==> src/rtl/sdram_port_arbiter.sv <==
// sdram_port_arbiter
//   Two-requester arbiter in front of the SDRAM controller's Avalon-MM slave.
//   Requester 0 (Saturn A-bus) has priority. Requester 1 (SPI/audio DMA) wins
//   after STARVE_LIMIT consecutive lost arbitrations. One command is in flight
//   toward the controller at a time. In-order read responses are routed back to
//   the requester that issued them by a small tag FIFO.
//
// Ports
//   clock, reset                 system clock, async active-high reset
//   m0_* / m1_*                  requester Avalon-MM master side
//   m_readdata                   shared response data (both requesters)
//   s_*                          controller Avalon-MM slave side
//   drop_error                   sticky: a response arrived with no tag queued
module sdram_port_arbiter #(
  parameter int ADDR_W       = 24,
  parameter int DATA_W       = 16,
  parameter int MAX_PENDING  = 4,
  parameter int STARVE_LIMIT = 8
) (
  input  logic              clock,
  input  logic              reset,

  input  logic [ADDR_W-1:0] m0_address,
  input  logic              m0_read,
  input  logic              m0_write,
  input  logic [DATA_W-1:0] m0_writedata,
  input  logic [1:0]        m0_byteenable,
  output logic              m0_waitrequest,
  output logic              m0_readdatavalid,

  input  logic [ADDR_W-1:0] m1_address,
  input  logic              m1_read,
  input  logic              m1_write,
  input  logic [DATA_W-1:0] m1_writedata,
  input  logic [1:0]        m1_byteenable,
  output logic              m1_waitrequest,
  output logic              m1_readdatavalid,

  output logic [DATA_W-1:0] m_readdata,

  output logic [ADDR_W-1:0] s_address,
  output logic              s_read,
  output logic              s_write,
  output logic [DATA_W-1:0] s_writedata,
  output logic [1:0]        s_byteenable,
  input  logic              s_waitrequest,
  input  logic [DATA_W-1:0] s_readdata,
  input  logic              s_readdatavalid,

  output logic              drop_error
);

  localparam int CNT_W    = $clog2(MAX_PENDING + 1);
  localparam int PTR_W    = (MAX_PENDING > 1) ? $clog2(MAX_PENDING) : 1;
  localparam int STARVE_W = $clog2(STARVE_LIMIT + 1);

  typedef enum logic {
    IDLE,
    BUSY
  } state_t;

  state_t state, state_nxt;
  logic   grant, grant_nxt;

  logic [STARVE_W-1:0] starve_cnt, starve_nxt;

  logic [MAX_PENDING-1:0] tag_mem;
  logic [PTR_W-1:0]       wr_ptr, rd_ptr;
  logic [CNT_W-1:0]       count;

  logic fifo_full, fifo_empty;
  logic req0, req1, elig0, elig1, pick1, starve_sat;
  logic sel_read, sel_write;
  logic accept, push, pop, head;

  assign fifo_full  = (count == CNT_W'(MAX_PENDING));
  assign fifo_empty = (count == '0);

  // A read counts only while the tag FIFO has room; writes are always eligible.
  // Read+write together is treated as a read, so it is also blocked at full.
  assign req0  = m0_read | m0_write;
  assign req1  = m1_read | m1_write;
  assign elig0 = req0 & ~(m0_read & fifo_full);
  assign elig1 = req1 & ~(m1_read & fifo_full);

  assign starve_sat = (starve_cnt >= STARVE_W'(STARVE_LIMIT));
  assign pick1      = elig1 & (~elig0 | starve_sat);

  assign sel_read  = grant ? m1_read  : m0_read;
  assign sel_write = grant ? m1_write : m0_write;

  always_comb begin
    state_nxt      = state;
    grant_nxt      = grant;
    accept         = 1'b0;
    s_read         = 1'b0;
    s_write        = 1'b0;
    m0_waitrequest = 1'b1;
    m1_waitrequest = 1'b1;
    s_address      = grant ? m1_address    : m0_address;
    s_writedata    = grant ? m1_writedata  : m0_writedata;
    s_byteenable   = grant ? m1_byteenable : m0_byteenable;

    unique case (state)
      IDLE: begin
        if (elig0 | elig1) begin
          grant_nxt = pick1;
          state_nxt = BUSY;
        end
      end
      BUSY: begin
        s_read  = sel_read;
        s_write = sel_write & ~sel_read;
        if (grant) m1_waitrequest = s_waitrequest;
        else       m0_waitrequest = s_waitrequest;
        // A requester that withdraws its command is simply released.
        if (!(sel_read | sel_write)) begin
          state_nxt = IDLE;
        end else if (!s_waitrequest) begin
          accept    = 1'b1;
          state_nxt = IDLE;
        end
      end
      default: state_nxt = IDLE;
    endcase
  end

  always_comb begin
    starve_nxt = starve_cnt;
    if (!req1) begin
      starve_nxt = '0;
    end else if (state == IDLE && (elig0 | elig1)) begin
      if (pick1)            starve_nxt = '0;
      else if (!starve_sat) starve_nxt = starve_cnt + STARVE_W'(1);
    end
  end

  always_ff @(posedge clock or posedge reset) begin
    if (reset) begin
      state      <= IDLE;
      grant      <= 1'b0;
      starve_cnt <= '0;
    end else begin
      state      <= state_nxt;
      grant      <= grant_nxt;
      starve_cnt <= starve_nxt;
    end
  end

  // Tag FIFO: one bit per outstanding read naming its originator.
  assign push = accept & s_read;
  assign pop  = s_readdatavalid & ~fifo_empty;
  assign head = tag_mem[rd_ptr];

  always_ff @(posedge clock or posedge reset) begin
    if (reset) begin
      tag_mem    <= '0;
      wr_ptr     <= '0;
      rd_ptr     <= '0;
      count      <= '0;
      drop_error <= 1'b0;
    end else begin
      if (push) begin
        tag_mem[wr_ptr] <= grant;
        wr_ptr          <= wr_ptr + PTR_W'(1);
      end
      if (pop) rd_ptr <= rd_ptr + PTR_W'(1);
      if (push && !pop)      count <= count + CNT_W'(1);
      else if (pop && !push) count <= count - CNT_W'(1);
      if (s_readdatavalid && fifo_empty) drop_error <= 1'b1;
    end
  end

  assign m_readdata       = s_readdata;
  assign m0_readdatavalid = pop & ~head;
  assign m1_readdatavalid = pop & head;

endmodule

==> config.mk <==
export PLATFORM = sky130hd
export DESIGN_NAME = sdram_port_arbiter
export DESIGN_NICKNAME = d
export VERILOG_FILES = /design/src/rtl/sdram_port_arbiter.sv
export SDC_FILE = /design/constraint.sdc
export NUM_CORES = 1
export LEC_CHECK = 0
export CAP_MARGIN = 0
export CORE_ASPECT_RATIO = 1.1
export CORE_UTILIZATION = 31
export CTS_CLUSTER_DIAMETER = 150
export DETAILED_ROUTE_END_ITERATION = 10
export HOLD_SLACK_MARGIN = 0.1
export PLACE_DENSITY_LB_ADDON = 0.05
export SLEW_MARGIN = 20
export SYNTH_ARGS = -nofsm -noshare
export SYNTH_HDL_FRONTEND = slang
export SYNTH_SLANG_ARGS = --single-unit
==> constraint.sdc <==
create_clock -name clock -period 5.47 [get_ports clock]
set_clock_uncertainty 0.1 [all_clocks]
set_input_delay 1.641 -clock clock [delete_from_list [all_inputs] [get_ports clock]]
set_output_delay 1.641 -clock clock [all_outputs]
set_load 0.01 [all_outputs]
==> impl_metrics.env, run 1 <==
export IMPL_fmax_mhz=206
export IMPL_grt_pass1_wl_um=7920
export IMPL_rows=27
export IMPL_cts_root_buffer="clkbuf_8"
export IMPL_grt_overflow=0
export IMPL_postRouteAntennaNets=0
export IMPL_first_pass_iters=4
export IMPL_critical_path_buf_inv_count=3
export IMPL_final_setup_viol_count=0
export IMPL_ir_drop_uv=183
export IMPL_clock_sinks=18
export IMPL_swShare=0.359
export IMPL_tightest_slew_ns=0.733
export IMPL_crit_type="in -> out"
export IMPL_end_kind="output pin"
export IMPL_detail_route_wirelength_um=5330
export IMPL_final_common_cell="clkdlybuf4s50_1"
export IMPL_status="complete, no violations"
export IMPL_io_pins=173
export IMPL_leakagePower_nw=1.20
export IMPL_yosysUniqueCellTypes=36
export IMPL_insertion_delay_ns=0.25
export IMPL_power_frac_clock=0.082
export IMPL_finalHoldViolCount=0
export IMPL_die_x_um=71.7
export IMPL_synth_top_flop_cell="dfrtp_1"
export IMPL_area_growth_pct=82.9
export IMPL_critPathSlowestCell="clkdlybuf4s50_1"
export IMPL_fin_ws_ns=0.620
export IMPL_core_sq_um=5070
export IMPL_initial_utilization=0.327
export IMPL_pre_cts_slack_ns=0.606
export IMPL_pwr_density_cell_nw_per_um2=371
export IMPL_routabilityCongestion=0.778
export IMPL_postCtsSetupBuffers=0
export IMPL_avgRoutedWirePerCell_um=15.6
export IMPL_place_area_sq_um=2980
export IMPL_yosysWarnings=0
export IMPL_track_usage=0.182
export IMPL_diodes=0
export IMPL_drc=0
export IMPL_min_period_over_period=0.887
export IMPL_antenna_found_initial=0
export IMPL_p_comb_frac=0.630
export IMPL_clk_pin_slew_ns=0.06
export IMPL_syn_cell_area_sq_um=1660
export IMPL_routed_top_layer="met4"
export IMPL_pwr_share_seq=0.288
export IMPL_critPathTopFamily="buffers and inverters"
export IMPL_max_stage_delay_ns=0.52
export IMPL_rsz0062_at_grt="no"
export IMPL_synth_area_per_cell_sq_um=10.2
export IMPL_syn_nets=278
export IMPL_drv_slew=0
export IMPL_p_int_uw=719
export IMPL_cts_max_path_buffers=2
export IMPL_start_kind="input pin"
export IMPL_cts_hold_buffers_added=0
export IMPL_critPathArrivalTime_ns=3.11
export IMPL_crit_path_cell_trace="clkdlybuf4s50_1, inv_1, o32ai_1, and2_1, clkdlybuf4s50_1"
export IMPL_port_buffers=140
export IMPL_tns_ns=0
export IMPL_wl_met3_um=600
export IMPL_grt_max_degree=55
export IMPL_dieHeight_um=78.6
export IMPL_vias=1607
export IMPL_numCtsBuffers=3
export IMPL_synth_edf_count=0
export IMPL_postLayoutCellArea_sq_um=3030
export IMPL_via_per_inst=4.71
export IMPL_drt_iter0_markers=30
export IMPL_first_global_vias=1553
export IMPL_cp_required_ns=3.73
export IMPL_wl_met1_um=1940
export IMPL_p_sw_uw=403
export IMPL_relSlewSlack=0.505
export IMPL_drv_cap=0
export IMPL_htreeDepth=1
export IMPL_ys_ff_latch=18
export IMPL_hp_class="reg -> reg"
export IMPL_ys_seq_area_frac=0.272
export IMPL_cts_resized_gates=0
export IMPL_layout_min_cycle_time_ns=4.85
export IMPL_whs_ns=0.352
export IMPL_cp_max_fo=4
export IMPL_power_total_mw=1.12
export IMPL_async_flop_share=1.00
export IMPL_dieArea_sq_um=5640
export IMPL_syn_inst=162
export IMPL_dp_hpwl_um=4390
export IMPL_route_met2_wl_um=2790
export IMPL_crit_top_cell="clkdlybuf4s50_1"
export IMPL_cts_tree="built"
export IMPL_fin_nets=400
export IMPL_mostFrequentLayoutCells="clkdlybuf4s50_1 (140), mux2_2 (47), dfrtp_1 (17)"
export IMPL_drive_gt1_frac=0.194
-- worst paths after layout --
check / startpoint / endpoint / slack [ns] / cells past startpoint
min in group asynchronous: reset / starve_cnt[3] / 1.69 / 2
worst min register to register: drop_error / drop_error / 0.35 / 1
worst max register to register: grant / count[2] / 2.60 / 8
max in group asynchronous: reset / grant / 3.08 / 2
worst max-delay path: m0_write / s_write / 0.62 / 5
worst min-delay path: drop_error / drop_error / 0.35 / 1
-- flip-flops by register name, summed over array words and instances (netlist names) --
name        flops
starve_cnt      4
tag_mem         4
count           3
rd_ptr          2
wr_ptr          2
drop_error      1
grant           1
state           1
-- routing by layer --
| layer | global-route usage | vias to the layer above |
|---|---|---|
| li1 | - | 792 |
| met1 | 0.204 | 724 |
| met2 | 0.321 | 89 |
| met3 | 0.0899 | 2 |
| met4 | 0.0157 | 0 |
| met5 | 0 | - |
-- area by class of cell --
cell class | count | area (sq um)
Fill cell | 468 | 2040
Clock buffer | 4 | 45.0
Tap cell | 58 | 72.6
Multi-Input combinational cell | 113 | 1020
Sequential cell | 18 | 454
Timing Repair Buffer | 140 | 1400
Inverter | 8 | 30.0
-- Yosys cell counts (3+ instances only) --
library cell / number / area [sq um]
xnor2_1: 3 / 26.3
mux2_2: 47 / 529
inv_1: 8 / 30.0
nor2b_1: 4 / 25.0
xor2_1: 3 / 26.3
nand2_1: 12 / 45.0
clkbuf_1: 6 / 22.5
dfrtp_1: 18 / 450
o21ai_0: 5 / 25.0
buf_4: 17 / 128
nor2_1: 6 / 22.5
ha_1: 7 / 87.6
-- worst reg2reg max path: stages, from the launching register on --
cell	delay, ns
dfrtp_4	0.84
mux2i_1	0.31
nor3b_4	0.41
ha_1	0.26
inv_1	0.06
fa_1	0.37
xor2_1	0.17
nor2_1	0.11
xor2_1	0.15
-- power groups by stage --
stage	Combinational, mW	Sequential, mW	Clock (mW)
3_5_place_dp	0.711	0.326	0
6_report	0.707	0.323	0.0920
5_1_grt	0.765	0.343	0.105
3_3_place_gp	0.710	0.326	0
2_1_floorplan	0.461	0.238	0
4_1_cts	0.718	0.325	0.0962
-- cells by family (layout without fill, tap and decap cells) --
kind of cell	Yosys count	after routing	share of synthesized area
DFF	18	18	0.272
AOI/OAI and AO/OA	16	16	0.0673
muxes	49	49	0.339
and+or+nand+nor	34	34	0.116
buffers and inverters	31	152	0.109
adders and majority gates	8	8	0.0650
xor gates and xnor gates	6	6	0.0318
-- through the flow --
step | instances | utilization
final | 341 | 0.598
after floorplan | 162 | -
after CTS | 341 | 0.597
after global placement | 337 | 0.588
after global routing | 341 | 0.598
after detailed placement | 337 | 0.588
No activity file was read; power rests on OpenSTA's default activity.
==> run 2, diff against run 1 <==
--- a/config.mk
+++ b/config.mk
@@ -7,7 +7,7 @@
 export LEC_CHECK = 0
 export CAP_MARGIN = 0
 export CORE_ASPECT_RATIO = 1.1
-export CORE_UTILIZATION = 31
+export CORE_UTILIZATION = 29
 export CTS_CLUSTER_DIAMETER = 150
 export DETAILED_ROUTE_END_ITERATION = 10
 export HOLD_SLACK_MARGIN = 0.1
==> constraint.sdc (replaced) <==
create_clock -name clock -period 5.1 [get_ports clock]
set_clock_uncertainty 0.1 [all_clocks]
set_input_delay 1.53 -clock clock [delete_from_list [all_inputs] [get_ports clock]]
set_output_delay 1.53 -clock clock [all_outputs]
set_load 0.01 [all_outputs]
==> run 2 against run 1 <==
  * Utilization down 3.6 points
  * Via count rose by 1.4%
  * Worst setup slack worse by 0.19 ns
  * Combinational power grew 8.1%
  * Sequential share of layout area is 0.10 points lower
  * Final cell count up 5.0%
  * Wire length grew 2.3%
  * Design area increased by 0.70%
  * Global-route usage shrank 0.86 points
  * Hold slack gained 0.0085 ns
  * Count of clock-buffer cells in the layout unchanged
  * Critical endpoint unchanged
==> impl_metrics.env, run 2 (synthesis results as in run 1) <==
export IMPL_final_common_cell="clkdlybuf4s50_1"
export IMPL_htreeDepth=1
export IMPL_swShare=0.365
export IMPL_drt_iter0_markers=61
export IMPL_via_per_inst=4.55
export IMPL_grt_overflow=0
export IMPL_pwr_share_seq=0.287
export IMPL_pwr_density_cell_nw_per_um2=398
export IMPL_finalHoldViolCount=0
export IMPL_diodes=0
export IMPL_dp_hpwl_um=4480
export IMPL_power_total_mw=1.21
export IMPL_tightest_slew_ns=0.767
export IMPL_detail_route_wirelength_um=5460
export IMPL_first_pass_iters=4
export IMPL_rows=28
export IMPL_drv_slew=0
export IMPL_postLayoutCellArea_sq_um=3050
export IMPL_p_int_uw=771
export IMPL_clk_pin_slew_ns=0.06
export IMPL_track_usage=0.174
export IMPL_p_sw_uw=444
export IMPL_dieHeight_um=81.2
export IMPL_place_area_sq_um=3000
export IMPL_die_x_um=74.0
export IMPL_tns_ns=0
export IMPL_drive_gt1_frac=0.194
export IMPL_reg_largest_list="starve_cnt: 4 flops, tag_mem: 4 flops, count: 3 flops"
export IMPL_postRouteAntennaNets=0
export IMPL_grt_max_degree=55
export IMPL_min_period_over_period=0.915
export IMPL_fmax_mhz=214
export IMPL_relSlewSlack=0.482
export IMPL_cp_required_ns=3.47
export IMPL_cts_root_buffer="clkbuf_8"
export IMPL_vias=1629
export IMPL_ir_drop_uv=149
export IMPL_cts_tree="built"
export IMPL_p_comb_frac=0.629
export IMPL_hp_class="reg -> reg"
export IMPL_cts_max_path_buffers=2
export IMPL_postCtsSetupBuffers=0
export IMPL_fin_nets=400
export IMPL_leakagePower_nw=1.20
export IMPL_numCtsBuffers=3
export IMPL_power_frac_clock=0.084
export IMPL_start_kind="input pin"
export IMPL_antenna_found_initial=0
export IMPL_initial_utilization=0.305
export IMPL_area_growth_pct=84.2
export IMPL_core_sq_um=5430
export IMPL_end_kind="output pin"
export IMPL_cts_hold_buffers_added=0
export IMPL_crit_type="in -> out"
export IMPL_clock_sinks=18
export IMPL_dieArea_sq_um=6010
export IMPL_port_buffers=140
export IMPL_io_pins=173
export IMPL_avgRoutedWirePerCell_um=15.2
export IMPL_worstRegToRegCells=8
export IMPL_layout_min_cycle_time_ns=4.67
export IMPL_status="complete, no violations"
export IMPL_drv_cap=0
export IMPL_routabilityCongestion=0.776
export IMPL_holdPathStages=1
export IMPL_rsz0062_at_grt="no"
export IMPL_cp_max_fo=4
export IMPL_critPathArrivalTime_ns=3.04
export IMPL_insertion_delay_ns=0.25
export IMPL_mostFrequentLayoutCells="clkdlybuf4s50_1 (140), mux2_2 (47), dfrtp_1 (17)"
export IMPL_final_setup_viol_count=0
export IMPL_first_global_vias=1592
export IMPL_cts_resized_gates=0
export IMPL_drc=0
export IMPL_grt_pass1_wl_um=7810
-- run 2: cell counts in the layout (fill, tap and decap cells not counted) --
No cell type changed its count.
-- run 2: power groups by stage --
stage	logic [mW]	clock network [mW]	registers, mW
final	0.764	0.102	0.349
after global routing	0.821	0.113	0.369
after CTS	0.778	0.106	0.350
after detailed placement	0.773	0	0.353
after global placement	0.770	0	0.352
after floorplan	0.494	0	0.256
-- run 2: layout make-up --
cell class	instances	area, sq um
Fill cell	490	2380
Timing Repair Buffer	140	1400
Multi-Input combinational cell	113	1020
Sequential cell	18	454
Tap cell	75	93.8
Clock buffer	4	45.0
Inverter	8	30.0
-- run 2: per-stage QoR --
step,setup slack [ns],utilization,std cells,hold WS [ns]
after floorplan,1.48,-,162,0.371
final,0.434,0.562,358,0.361
after global routing,0.356,0.562,358,0.392
after global placement,0.439,0.553,354,0.352
after detailed placement,0.436,0.553,354,0.351
after CTS,0.436,0.561,358,0.370
-- run 2: worst max-delay path, stage by stage --
cell and delay (ns):
clkdlybuf4s50_1 0.50, inv_1 0.05, o32ai_1 0.23, and2_1 0.15, clkdlybuf4s50_1 0.57
-- run 2: per-layer routing --
| layer | wire length [um] | share of wire | vias up | track usage |
|---|---|---|---|---|
| met5 | 0 | 0 | - | 0 |
| met4 | 55 | 0.010 | 0 | 0.0404 |
| met3 | 450 | 0.082 | 8 | 0.0409 |
| met2 | 2930 | 0.54 | 96 | 0.318 |
| met1 | 2020 | 0.37 | 733 | 0.200 |
| li1 | - | - | 792 | - |
-- run 2: worst paths after layout --
kind	from	endpoint	slack (ns)
min reg2reg	drop_error	drop_error	0.36
max in group asynchronous	reset	grant	2.84
min in group asynchronous	reset	starve_cnt[1]	1.57
min	drop_error	drop_error	0.36
max reg2reg	grant	count[2]	2.26
max	m0_write	s_write	0.43
==> run 3, diff against run 2 <==
--- a/config.mk
+++ b/config.mk
@@ -12,7 +12,9 @@
 export DETAILED_ROUTE_END_ITERATION = 10
 export HOLD_SLACK_MARGIN = 0.1
 export PLACE_DENSITY_LB_ADDON = 0.05
+export REMOVE_ABC_BUFFERS = 1
 export SLEW_MARGIN = 20
 export SYNTH_ARGS = -nofsm -noshare
 export SYNTH_HDL_FRONTEND = slang
 export SYNTH_SLANG_ARGS = --single-unit
+export TNS_END_PERCENT = 1
==> run 3 against run 2 <==
  * Worst setup slack better by 0.020 ns
  * Final cell count up 0.28%
  * Largest power group unchanged
  * Sequential power down 5.7%
  * Register-to-register slack worse by 0.07 ns
  * Total power up 2.0%
  * Largest cell class unchanged
  * Die area unchanged
  * Clock power up 18%
  * Wire length up 1.7%
  * Count of clock-buffer cells in the layout unchanged
  * Sequential share of layout area down 0.15 points
  * Design area up 0.49%
==> impl_metrics.env, run 3 (synthesis results as in run 1) <==
export IMPL_numCtsBuffers=3
export IMPL_top_usage_layer="met2"
export IMPL_grt_use_met2=0.277
export IMPL_core_sq_um=5430
export IMPL_crit_type="in -> out"
export IMPL_dp_hpwl_um=4610
export IMPL_cts_hold_buffers_added=0
export IMPL_min_period_over_period=0.911
export IMPL_grt_pass1_wl_um=8490
export IMPL_hp_class="reg -> reg"
export IMPL_clk_pin_slew_ns=0.07
export IMPL_dp_cells=355
export IMPL_relSlewSlack=0.430
export IMPL_area_growth_pct=85.1
export IMPL_final_common_cell="clkdlybuf4s50_1"
export IMPL_status="complete, no violations"
export IMPL_ir_drop_uv=237
export IMPL_cts_max_path_buffers=2
export IMPL_final_setup_viol_count=0
export IMPL_critPathArrivalTime_ns=3.02
export IMPL_cts_root_buffer="clkbuf_8"
export IMPL_leakagePower_nw=1.21
export IMPL_grt_overflow=0
export IMPL_fin_cells=359
export IMPL_start_kind="input pin"
export IMPL_layout_min_cycle_time_ns=4.65
export IMPL_fmax_mhz=215
export IMPL_dieHeight_um=81.2
export IMPL_cts_resized_gates=0
export IMPL_pwr_density_cell_nw_per_um2=404
export IMPL_postRouteAntennaNets=0
export IMPL_grt_max_degree=42
export IMPL_drv_slew=0
export IMPL_detail_route_wirelength_um=5550
export IMPL_antenna_found_initial=0
export IMPL_tns_ns=0
export IMPL_first_pass_iters=4
export IMPL_io_pins=173
export IMPL_whs_ns=0.355
export IMPL_drt_iter0_markers=47
export IMPL_mostFrequentLayoutCells="clkdlybuf4s50_1 (140), mux2_2 (47), dfrtp_1 (17)"
export IMPL_port_buffers=140
export IMPL_dieArea_sq_um=6010
export IMPL_htreeDepth=1
export IMPL_end_kind="output pin"
export IMPL_drive_gt1_frac=0.201
export IMPL_finalHoldViolCount=0
export IMPL_routabilityCongestion=0.788
export IMPL_cp_required_ns=3.47
export IMPL_fin_nets=401
export IMPL_postLayoutCellArea_sq_um=3060
export IMPL_cts_tree="built"
export IMPL_cp_max_fo=4
export IMPL_rsz0062_at_grt="no"
export IMPL_via_per_inst=4.64
export IMPL_first_global_vias=1721
export IMPL_track_usage=0.189
export IMPL_diodes=0
export IMPL_clock_sinks=18
export IMPL_avgRoutedWirePerCell_um=15.5
export IMPL_place_area_sq_um=3010
export IMPL_final_util=0.564
export IMPL_fillers=498
export IMPL_drc=0
export IMPL_vias=1666
export IMPL_reg_largest_list="starve_cnt: 4 flops, tag_mem: 4 flops, count: 3 flops"
export IMPL_grtUsageMet3=0.0844
export IMPL_tightest_slew_ns=0.855
export IMPL_die_x_um=74.0
export IMPL_rows=28
export IMPL_postCtsSetupBuffers=0
export IMPL_insertion_delay_ns=0.26
export IMPL_initial_utilization=0.305
export IMPL_grt_util_met1=0.244
export IMPL_drv_cap=0
[run 3: changes by cell type in the layout (fill, tap and decap cells not counted)]
cell,before,now
dfrtp_4,1,0
clkbuf_8,3,4
buf_4,0,1
clkbuf_1,1,0
dfrtp_2,0,1
[run 3: per-stage QoR]
stage | worst slack, ns | total power, mW
after floorplan | 1.48 | 0.723
after global placement | 0.462 | 1.13
after detailed placement | 0.446 | 1.13
after CTS | 0.443 | 1.26
after global routing | 0.376 | 1.33
final | 0.454 | 1.24
[run 3: layer usage]
| layer | share of wire | up-vias |
|---|---|---|
| met5 | 0 | - |
| met4 | 0.013 | 0 |
| met3 | 0.11 | 5 |
| met2 | 0.46 | 97 |
| met1 | 0.42 | 770 |
| li1 | - | 794 |
[run 3: area by class of cell]
type	count	area, sq um	share of cell area
clock buffer	4	55.1	0.0180
multi-input combinational	113	1020	0.334
sequential	18	452	0.147
inverter	8	30.0	0.00980
timing repair buffer	141	1410	0.460
tap	75	93.8	0.0306
[run 3: path summary, 6_finish.rpt]
check	cells past startpoint	from	end	slack, ns
min in group asynchronous	2	reset	tag_mem[3]	1.58
worst max register to register	8	grant	count[2]	2.19
worst min register to register	1	drop_error	drop_error	0.36
max in group asynchronous	2	reset	grant	2.82
worst max-delay path	3	s_waitrequest	m0_waitrequest	0.45
worst min-delay path	1	drop_error	drop_error	0.36
[run 3: power breakdown]
group          leakage (nW)  total [mW]  switching (mW)  internal (mW)
combinational         0.961       0.789           0.277          0.512
sequential            0.219       0.329           0.122          0.207
clock                0.0288       0.120          0.0511         0.0687
[run 3: critical path, cell delays in order]
cell	delay, ns
clkdlybuf4s50_1	0.50
or3b_2	0.47
clkdlybuf4s50_1	0.51
